==> src/rtl/noc_flit_router.sv <==
// noc_flit_router: flit FIFO + wormhole forwarding of NI packets to one of four output ports
module noc_flit_router #(
  parameter int         FIFO_DEPTH = 4,
  parameter logic [5:0] HEADER_TAG = 6'b101111,
  parameter logic [7:0] TAIL_FLIT  = 8'hFF,
  parameter int         MAX_DATA   = 4
) (
  input  logic       clk,
  input  logic       rst_n,
  input  logic [7:0] in_flit,
  input  logic       in_valid,
  output logic       in_ready,
  output logic [7:0] out_flit,
  output logic [3:0] out_valid,
  input  logic [3:0] out_ready,
  output logic       bad_header,
  output logic [7:0] pkt_count
);
  localparam int AW = $clog2(FIFO_DEPTH);
  localparam int CW = $clog2(MAX_DATA + 1);
  typedef enum logic {IDLE, FWD} state_t;
  state_t        state_q, state_d;
  logic [7:0]    mem_q [FIFO_DEPTH];
  logic [AW-1:0] wr_ptr_q, wr_ptr_d, rd_ptr_q, rd_ptr_d;
  logic [AW:0]   count_q, count_d;
  logic [1:0]    dest_q, dest_d;
  logic [CW-1:0] dcnt_q, dcnt_d;
  logic [7:0]    slot_flit_q, slot_flit_d;
  logic [3:0]    slot_valid_q, slot_valid_d;
  logic          slot_last_q, slot_last_d;
  logic          bad_q, bad_d;
  logic [7:0]    pkt_q, pkt_d;
  logic [7:0]    head;
  logic          empty, is_hdr, closing, slot_take, slot_free, push, pop, load, discard;
  assign head      = mem_q[rd_ptr_q];
  assign empty     = count_q == '0;
  assign in_ready  = count_q != (AW+1)'(FIFO_DEPTH);
  assign is_hdr    = head[7:2] == HEADER_TAG;
  assign closing   = head == TAIL_FLIT || dcnt_q == CW'(MAX_DATA);
  assign slot_take = |(slot_valid_q & out_ready);
  assign slot_free = slot_valid_q == '0 || slot_take;
  assign push      = in_valid && in_ready;
  assign out_flit   = slot_flit_q;
  assign out_valid  = slot_valid_q;
  assign bad_header = bad_q;
  assign pkt_count  = pkt_q;
  // FSM state register
  always_ff @(posedge clk)
    state_q <= !rst_n ? IDLE : state_d;
  // FSM next state: enter FWD when a header reaches the slot, leave when the closing flit does
  always_comb
    state_d = (!empty && state_q == IDLE && is_hdr && slot_free) ? FWD :
              (!empty && state_q == FWD && slot_free && closing) ? IDLE : state_q;
  // FSM outputs: slot load, discard of stray flits, FIFO pointers and counters
  always_comb begin
    load         = !empty && slot_free && (state_q == FWD || is_hdr);
    discard      = !empty && state_q == IDLE && !is_hdr;
    pop          = load || discard;
    wr_ptr_d     = wr_ptr_q + AW'(push);
    rd_ptr_d     = rd_ptr_q + AW'(pop);
    count_d      = count_q + (AW+1)'(push) - (AW+1)'(pop);
    dest_d       = (load && state_q == IDLE) ? head[1:0] : dest_q;
    dcnt_d       = (load && state_q == IDLE) ? '0 : (load ? dcnt_q + 1'b1 : dcnt_q);
    slot_flit_d  = load ? head : slot_flit_q;
    slot_valid_d = load ? 4'b0001 << (state_q == IDLE ? head[1:0] : dest_q) :
                   (slot_take ? 4'b0000 : slot_valid_q);
    slot_last_d  = load ? (state_q == FWD && closing) : slot_last_q;
    bad_d        = discard;
    pkt_d        = pkt_q + 8'(slot_take && slot_last_q);
  end
  // datapath registers
  always_ff @(posedge clk) begin
    if (!rst_n) begin
      wr_ptr_q     <= '0;
      rd_ptr_q     <= '0;
      count_q      <= '0;
      dest_q       <= '0;
      dcnt_q       <= '0;
      slot_flit_q  <= '0;
      slot_valid_q <= '0;
      slot_last_q  <= 1'b0;
      bad_q        <= 1'b0;
      pkt_q        <= '0;
    end else begin
      wr_ptr_q     <= wr_ptr_d;
      rd_ptr_q     <= rd_ptr_d;
      count_q      <= count_d;
      dest_q       <= dest_d;
      dcnt_q       <= dcnt_d;
      slot_flit_q  <= slot_flit_d;
      slot_valid_q <= slot_valid_d;
      slot_last_q  <= slot_last_d;
      bad_q        <= bad_d;
      pkt_q        <= pkt_d;
    end
  end
  // FIFO storage, contents need no reset
  always_ff @(posedge clk)
    if (push) mem_q[wr_ptr_q] <= in_flit;
endmodule

==> config.mk <==
export PLATFORM = sky130hd
export DESIGN_NAME = noc_flit_router
export DESIGN_NICKNAME = d
export VERILOG_FILES = /design/src/rtl/noc_flit_router.sv
export SDC_FILE = /design/constraint.sdc
export NUM_CORES = 1
export LEC_CHECK = 0
export ABC_CLOCK_PERIOD_IN_PS = 3810
export CAP_MARGIN = 10
export CORE_ASPECT_RATIO = 0.7
export CORE_MARGIN = 3
export CORE_UTILIZATION = 40
export DETAILED_ROUTE_END_ITERATION = 6
export PLACE_DENSITY = 0.62
export SETUP_SLACK_MARGIN = 0.4
export SLEW_MARGIN = 20
export SYNTH_ARGS = -nofsm -noshare
export SYNTH_HDL_FRONTEND = slang
export SYNTH_SLANG_ARGS = --single-unit
==> constraint.sdc <==
create_clock -name clk -period 3.81 [get_ports clk]
set_input_delay 0.5715 -clock clk [delete_from_list [all_inputs] [get_ports clk]]
set_output_delay 0.5715 -clock clk [all_outputs]
set_load 0.02 [all_outputs]
==> impl_metrics.yaml, run 1 <==
drt:
  remaining_drc_errors: 0
  drt_first_pass_iters: 4
  drtAntennaViolNets: 0
  avgViaCountPerCell: 5.14
  drt-total-wl_um: 5670
  wl_per_cell_um: 15.2
  drt_first_iter_violations: 82
  vias: 1911
logic_synthesis:
  synth.top_cell.area_share: 0.330
  synth_top_flop_cell: "sky130_fd_sc_hd__dfxtp_1"
  yosysSeqAreaShare: 0.570
  ys_async_sr_fraction: 0
  syn_avg_cell_area_um2: 12.7
  synth_top_cells_by_area: "sky130_fd_sc_hd__edfxtp_1 33%, sky130_fd_sc_hd__dfxtp_1 24%, sky130_fd_sc_hd__mux4_1 4.5%"
  synth_warnings: 0
  synthDominantAreaCellType: "sky130_fd_sc_hd__edfxtp_1"
  ys_seq_elements: 67
  synthesis.instances: 230
  synth.most_common_cell: "sky130_fd_sc_hd__dfxtp_1"
  synth_nets: 254
  netlist-cell-type-count: 48
  synth_enable_flop_cells: 32
  ys_top_cells_by_count: "35 x sky130_fd_sc_hd__dfxtp_1, 32 x sky130_fd_sc_hd__edfxtp_1, 29 x sky130_fd_sc_hd__nand2_1"
  post_synth_instance_area_mm2: 0.00292
floorplan:
  core-area_mm2: 0.00691
  io_pins: 37
  die_h_um: 77.4
  die_width_um: 108
  floorplan.initialDensity: 0.422
  dieArea_mm2: 0.00837
  placement_row_count: 25
timing:
  part_of_the_cycle_the_worst_path_needs: 0.813
  slew-limit-headroom: 0.612
  achievable-frequency_mhz: 323
  rsz0062_at_grt: "no"
  final-hold-violation-count: 0
  drv_slew: 0
  post-route-worst-setup-slack_ns: 0.712
  timing.setup.tns_ns: 0
  setup_viol: 0
  clock_skew_ns: 0.00871
  tightest_slew_ns: 0.581
  final.min_clock_period_ns: 3.10
critical_path:
  critPathBufInv: 1
  critical_path.endpoint_type: "flop"
  cp_slowest_cell: "sky130_fd_sc_hd__mux4_1"
  timing.critical_path.max_delay_family: "adder cells"
  timing.critical_path.cells: "mux4_1 -> nand4b_1 -> nor2_1 -> o31ai_1 -> ha_1 -> inv_1 -> ha_1 -> fa_1 -> xnor2_1 -> xnor2_1 -> nor2_1"
  worstPathArrival_ns: 3.32
  crit_fanout: 9
  worstPathRequired_ns: 4.03
  worstSetupPathType: "flop to flop"
  crit_path_start_kind: "flop"
  crit_path_max_incr_delay_ns: 0.69
clock_network:
  cts_tree: "done"
  ctsHoldBuffers: 0
  tritoncts.num_buffers: 9
  cts_resized: 0
  cts.sinks: 67
  clockRootBuffer: "sky130_fd_sc_hd__clkbuf_8"
  clock_pin_slew_of_the_registers_on_the_worst_case_setup_and_hold_paths_ns: 0.08
  ctsLongestPathBuffers: 2
  cts.htree.levels: 3
  post_cts.repair.setup_buffers: 0
  worst_skew_pair.late_latency_ns: 0.34
pwr:
  leakage_uw: 0.00126
  vdd_ir_drop_max_mv: 0.313
  swShare: 0.330
  power.combinational.fraction: 0.311
  netSwitchingPower_uw: 712
  seq_power_share: 0.425
  totalPowerFinal_uw: 2150
  total_power_density_per_cell_area_mw_per_mm2: 603
  pwr-share-clk: 0.264
  internal_power_uw: 1440
job:
  number_of_max_capacitance_violations_reported: 0
placement:
  gp_congestion: 0.753
  port_buffers: 36
  preCtsSetupSlack_ns: 0.469
  dp_hpwl_um: 4020
worst_hold_path:
  hp-class: "flop to flop"
global_routing:
  grt_first_pass_wirelength_um: 9770
  grt_pass1_vias: 1892
  grt_start_max_net_pins: 32
  antenna_found_initial: 0
  grt_overflow_total: 0
  track_usage: 0.153
finish:
  fin_nets: 297
  drive_gt1_frac: 0.112
  areaGrowthSynthToFinish_pct: 22.7
  fill_cells: 601
  antennaDiodeCount: 0
run_status:
  outcome: "complete, no violations"
[cell families after synthesis]
kind of cell,share of synthesized area
compound gates,0.0841
xor+xnor,0.0300
fa+ha+maj,0.0412
buf+inv,0.0279
flops,0.570
mux,0.109
simple gates,0.137
[power by group through the flow]
stage	logic, µW	clock network [µW]	registers (µW)
floorplan	504	0	906
global placement	653	0	932
detailed placement	664	0	933
CTS	668	587	917
global route	753	623	931
finish	670	569	917
[final timing paths]
path,start,endpoint,slack [ns],cells after the start
hold / removal,out_flit[3],out_flit[3],0.46,2
setup / recovery,rd_ptr_q[0],count_q[2],0.71,11
setup reg to reg,rd_ptr_q[0],count_q[2],0.71,11
hold reg to reg,out_flit[3],out_flit[3],0.46,2
[area by class of cell]
class	instances	area (µm²)	area share
Timing Repair Buffer	41	398	0.111
Tap cell	94	118	0.0329
Sequential cell	67	1660	0.465
Multi-Input combinational cell	146	1170	0.329
Clock inverter	7	68.8	0.0192
Clock buffer	9	124	0.0346
Inverter	8	30.0	0.00840
[state kept, by name, summed over array words and instances, names as in the netlist]
register     flops
rd_ptr_q         2
out_flit         8
mem_q           32
dest_q           2
dcnt_q           3
out_valid        4
state_q          1
count_q          3
pkt_count        8
wr_ptr_q         2
bad_header       1
slot_last_q      1
[through the flow]
step	utilization	hold WS [ns]	area, µm²	instances
CTS	0.517	0.467	3570	372
global placement	0.489	0.446	3380	356
global route	0.517	0.481	3580	372
finish	0.517	0.459	3580	372
detailed placement	0.489	0.457	3380	356
floorplan	-	0.438	2920	230
[routing by layer]
layer	routed length, µm	track usage	vias to the layer above
met5	0	0	-
met4	55	0.0416	0
met3	332	0.0565	7
met2	2490	0.221	43
met1	2800	0.217	916
li1	-	-	945
[cell usage in the layout (no fill, tap or decap), types with 3 or more instances in the layout]
cell type                         instances
sky130_fd_sc_hd__a21oi_1                  3
sky130_fd_sc_hd__and2_1                   8
sky130_fd_sc_hd__and3_1                   4
sky130_fd_sc_hd__buf_4                    5
sky130_fd_sc_hd__clkbuf_8                 9
sky130_fd_sc_hd__clkdlybuf4s50_1         36
sky130_fd_sc_hd__dfxtp_1                 34
sky130_fd_sc_hd__edfxtp_1                32
sky130_fd_sc_hd__ha_1                     8
sky130_fd_sc_hd__inv_1                    7
sky130_fd_sc_hd__mux2i_1                 12
sky130_fd_sc_hd__mux4_1                   5
sky130_fd_sc_hd__mux4_2                   3
sky130_fd_sc_hd__nand2_1                 28
sky130_fd_sc_hd__nand3_1                  5
sky130_fd_sc_hd__nor2_1                  15
sky130_fd_sc_hd__o21ai_0                  3
sky130_fd_sc_hd__o41ai_1                  6
sky130_fd_sc_hd__xnor2_1                  6
sky130_fd_sc_hd__xor2_1                   4
[tightest hold or removal path: cells and delay by family (launching register included)]
family           cells  cell delay (ns)
DFF                  1             0.31
muxes                1             0.05
and+or+nand+nor      1             0.05
No activity file was read; power rests on OpenSTA's default activity.
==> run 2: changes to the inputs <==
- ABC_CLOCK_PERIOD_IN_PS: 3810 -> 3200
- clock period: 3.81 -> 3.2 ns (I/O delays scaled with it)
==> impl_metrics.yaml, run 2 (same netlist as run 1, synthesis figures left out) <==
finish:
  antennaDiodeCount: 0
  seq_area_mm2: 0.00167
  drive_gt1_frac: 0.173
  most_frequent_cells_in_the_layout: "36 x sky130_fd_sc_hd__clkdlybuf4s50_1, 34 x sky130_fd_sc_hd__dfxtp_1, 32 x sky130_fd_sc_hd__edfxtp_1"
  most_frequent_standard_cell_in_the_layout_excluding_fill_and_tap_cells: "sky130_fd_sc_hd__clkdlybuf4s50_1"
  largest_register_ffs: 32
  fill_cells: 601
  fin_nets: 308
  regMostFlops: "mem_q"
  areaGrowthSynthToFinish_pct: 25.8
  final_cell_area_mm2: 0.00367
  post-route-util: 0.531
  multi_input_area_mm2: 0.00119
timing:
  final-hold-violation-count: 0
  timing.setup.tns_ns: 0
  setup_viol: 0
  slew-limit-headroom: 0.633
  drv_slew: 0
  part_of_the_cycle_the_worst_path_needs: 0.854
  post-route-worst-setup-slack_ns: 0.467
  tightest_slew_ns: 0.548
  clock_skew_ns: 0.00658
  achievable-frequency_mhz: 366
  final.min_clock_period_ns: 2.73
  rsz0062_at_grt: "yes"
pwr:
  vdd_ir_drop_max_mv: 0.330
  swShare: 0.339
  total_power_density_per_cell_area_mw_per_mm2: 722
  seq_power_share: 0.411
  power.combinational.fraction: 0.364
  pwr-share-clk: 0.225
  internal_power_uw: 1750
  netSwitchingPower_uw: 897
  leakage_uw: 0.00129
drt:
  avgViaCountPerCell: 5.15
  drtAntennaViolNets: 0
  drt-total-wl_um: 5700
  vias: 1973
  drt_first_iter_violations: 105
  drt_first_pass_iters: 4
  remaining_drc_errors: 0
  wl_per_cell_um: 14.9
global_routing:
  grt_first_pass_wirelength_um: 9960
  grt_pass1_vias: 1998
  grt_overflow_total: 0
  track_usage: 0.154
  grt_start_max_net_pins: 32
  antenna_found_initial: 0
critical_path:
  cp_slowest_cell: "sky130_fd_sc_hd__mux4_2"
  timing.critical_path.cells: "mux4_2 -> nand4b_1 -> nor2_2 -> o31ai_4 -> ha_1 -> inv_1 -> ha_2 -> fa_2 -> xnor2_2 -> xnor2_1 -> nor2_1"
  worstPathArrival_ns: 2.95
  crit_path_max_incr_delay_ns: 0.52
  timing.critical_path.max_delay_family: "adder cells"
  worstSetupPathType: "flop to flop"
  worstPathRequired_ns: 3.42
  crit_fanout: 6
  crit_path_start_kind: "flop"
  critPathBufInv: 1
  critical_path.endpoint_type: "flop"
  reg2reg_setup_slack_ns: 0.47
clock_network:
  clock_pin_slew_of_the_registers_on_the_worst_case_setup_and_hold_paths_ns: 0.07
  ctsLongestPathBuffers: 2
  tritoncts.num_buffers: 9
  cts.htree.levels: 3
  ctsHoldBuffers: 0
  cts.sinks: 67
  clockRootBuffer: "sky130_fd_sc_hd__clkbuf_8"
  cts_tree: "done"
  worst_skew_pair.late_latency_ns: 0.34
floorplan:
  die_width_um: 108
  die_h_um: 77.4
  core-area_mm2: 0.00691
  placement_row_count: 25
  io_pins: 37
  dieArea_mm2: 0.00837
  floorplan.initialDensity: 0.422
worst_hold_path:
  hp-class: "flop to flop"
placement:
  preCtsSetupSlack_ns: 0.0506
  dp_hpwl_um: 3980
  dpl-instance-area_mm2: 0.00342
  port_buffers: 36
  gp_congestion: 0.701
run_status:
  outcome: "complete, no violations"
job:
  number_of_max_capacitance_violations_reported: 0
==> run 2: what timing repair did <==
action,4_1_cts,5_1_grt
gates resized for setup,4,3
buffers inserted,4,2
pin swaps,1,7
gates cloned,0,0
endpoints found under the setup margin,2,2
==> run 2: area by class of cell <==
cell class	count	area share
clock buffer	9	0.0338
clock inverter	7	0.0119
inverter	8	0.00819
multi-input combinational	146	0.326
sequential	67	0.454
tap	94	0.0321
timing repair buffer	52	0.134
==> run 2: final timing paths <==
check                      to        start  cells after the start
hold reg to reg   out_flit[2]  out_flit[2]                      2
setup reg to reg   count_q[2]  rd_ptr_q[0]                     11
setup / recovery   count_q[2]  rd_ptr_q[0]                     11
hold / removal    out_flit[2]  out_flit[2]                      2
==> run 2: power by group through the flow <==
stage	Sequential (µW)	Combinational (µW)	Clock [µW]
3_3_place_gp	1110	843	0
5_1_grt	1110	1060	656
6_report	1090	964	597
3_5_place_dp	1110	856	0
2_1_floorplan	1080	629	0
4_1_cts	1090	924	618
==> run 2: tightest hold or removal path, delay by kind of cell, from the launching register on <==
family / cells / cell delay [ns]
simple gates: 1 / 0.05
flops: 1 / 0.31
mux: 1 / 0.05
==> run 2: per-layer routing <==
metal / global-route usage / vias to the layer above / part of all wire
li1: - / 963 / -
met1: 0.214 / 956 / 0.50
met2: 0.226 / 44 / 0.44
met3: 0.0457 / 10 / 0.054
met4: 0.0643 / 0 / 0.0096
met5: 0 / - / 0
==> run 2: stage by stage <==
stage / std cells / power, µW / hold slack (ns)
after global routing: 383 / 2820 / 0.490
after detailed placement: 361 / 1970 / 0.449
after global placement: 361 / 1950 / 0.446
after floorplan: 230 / 1710 / 0.438
after CTS: 381 / 2630 / 0.464
final: 383 / 2650 / 0.460
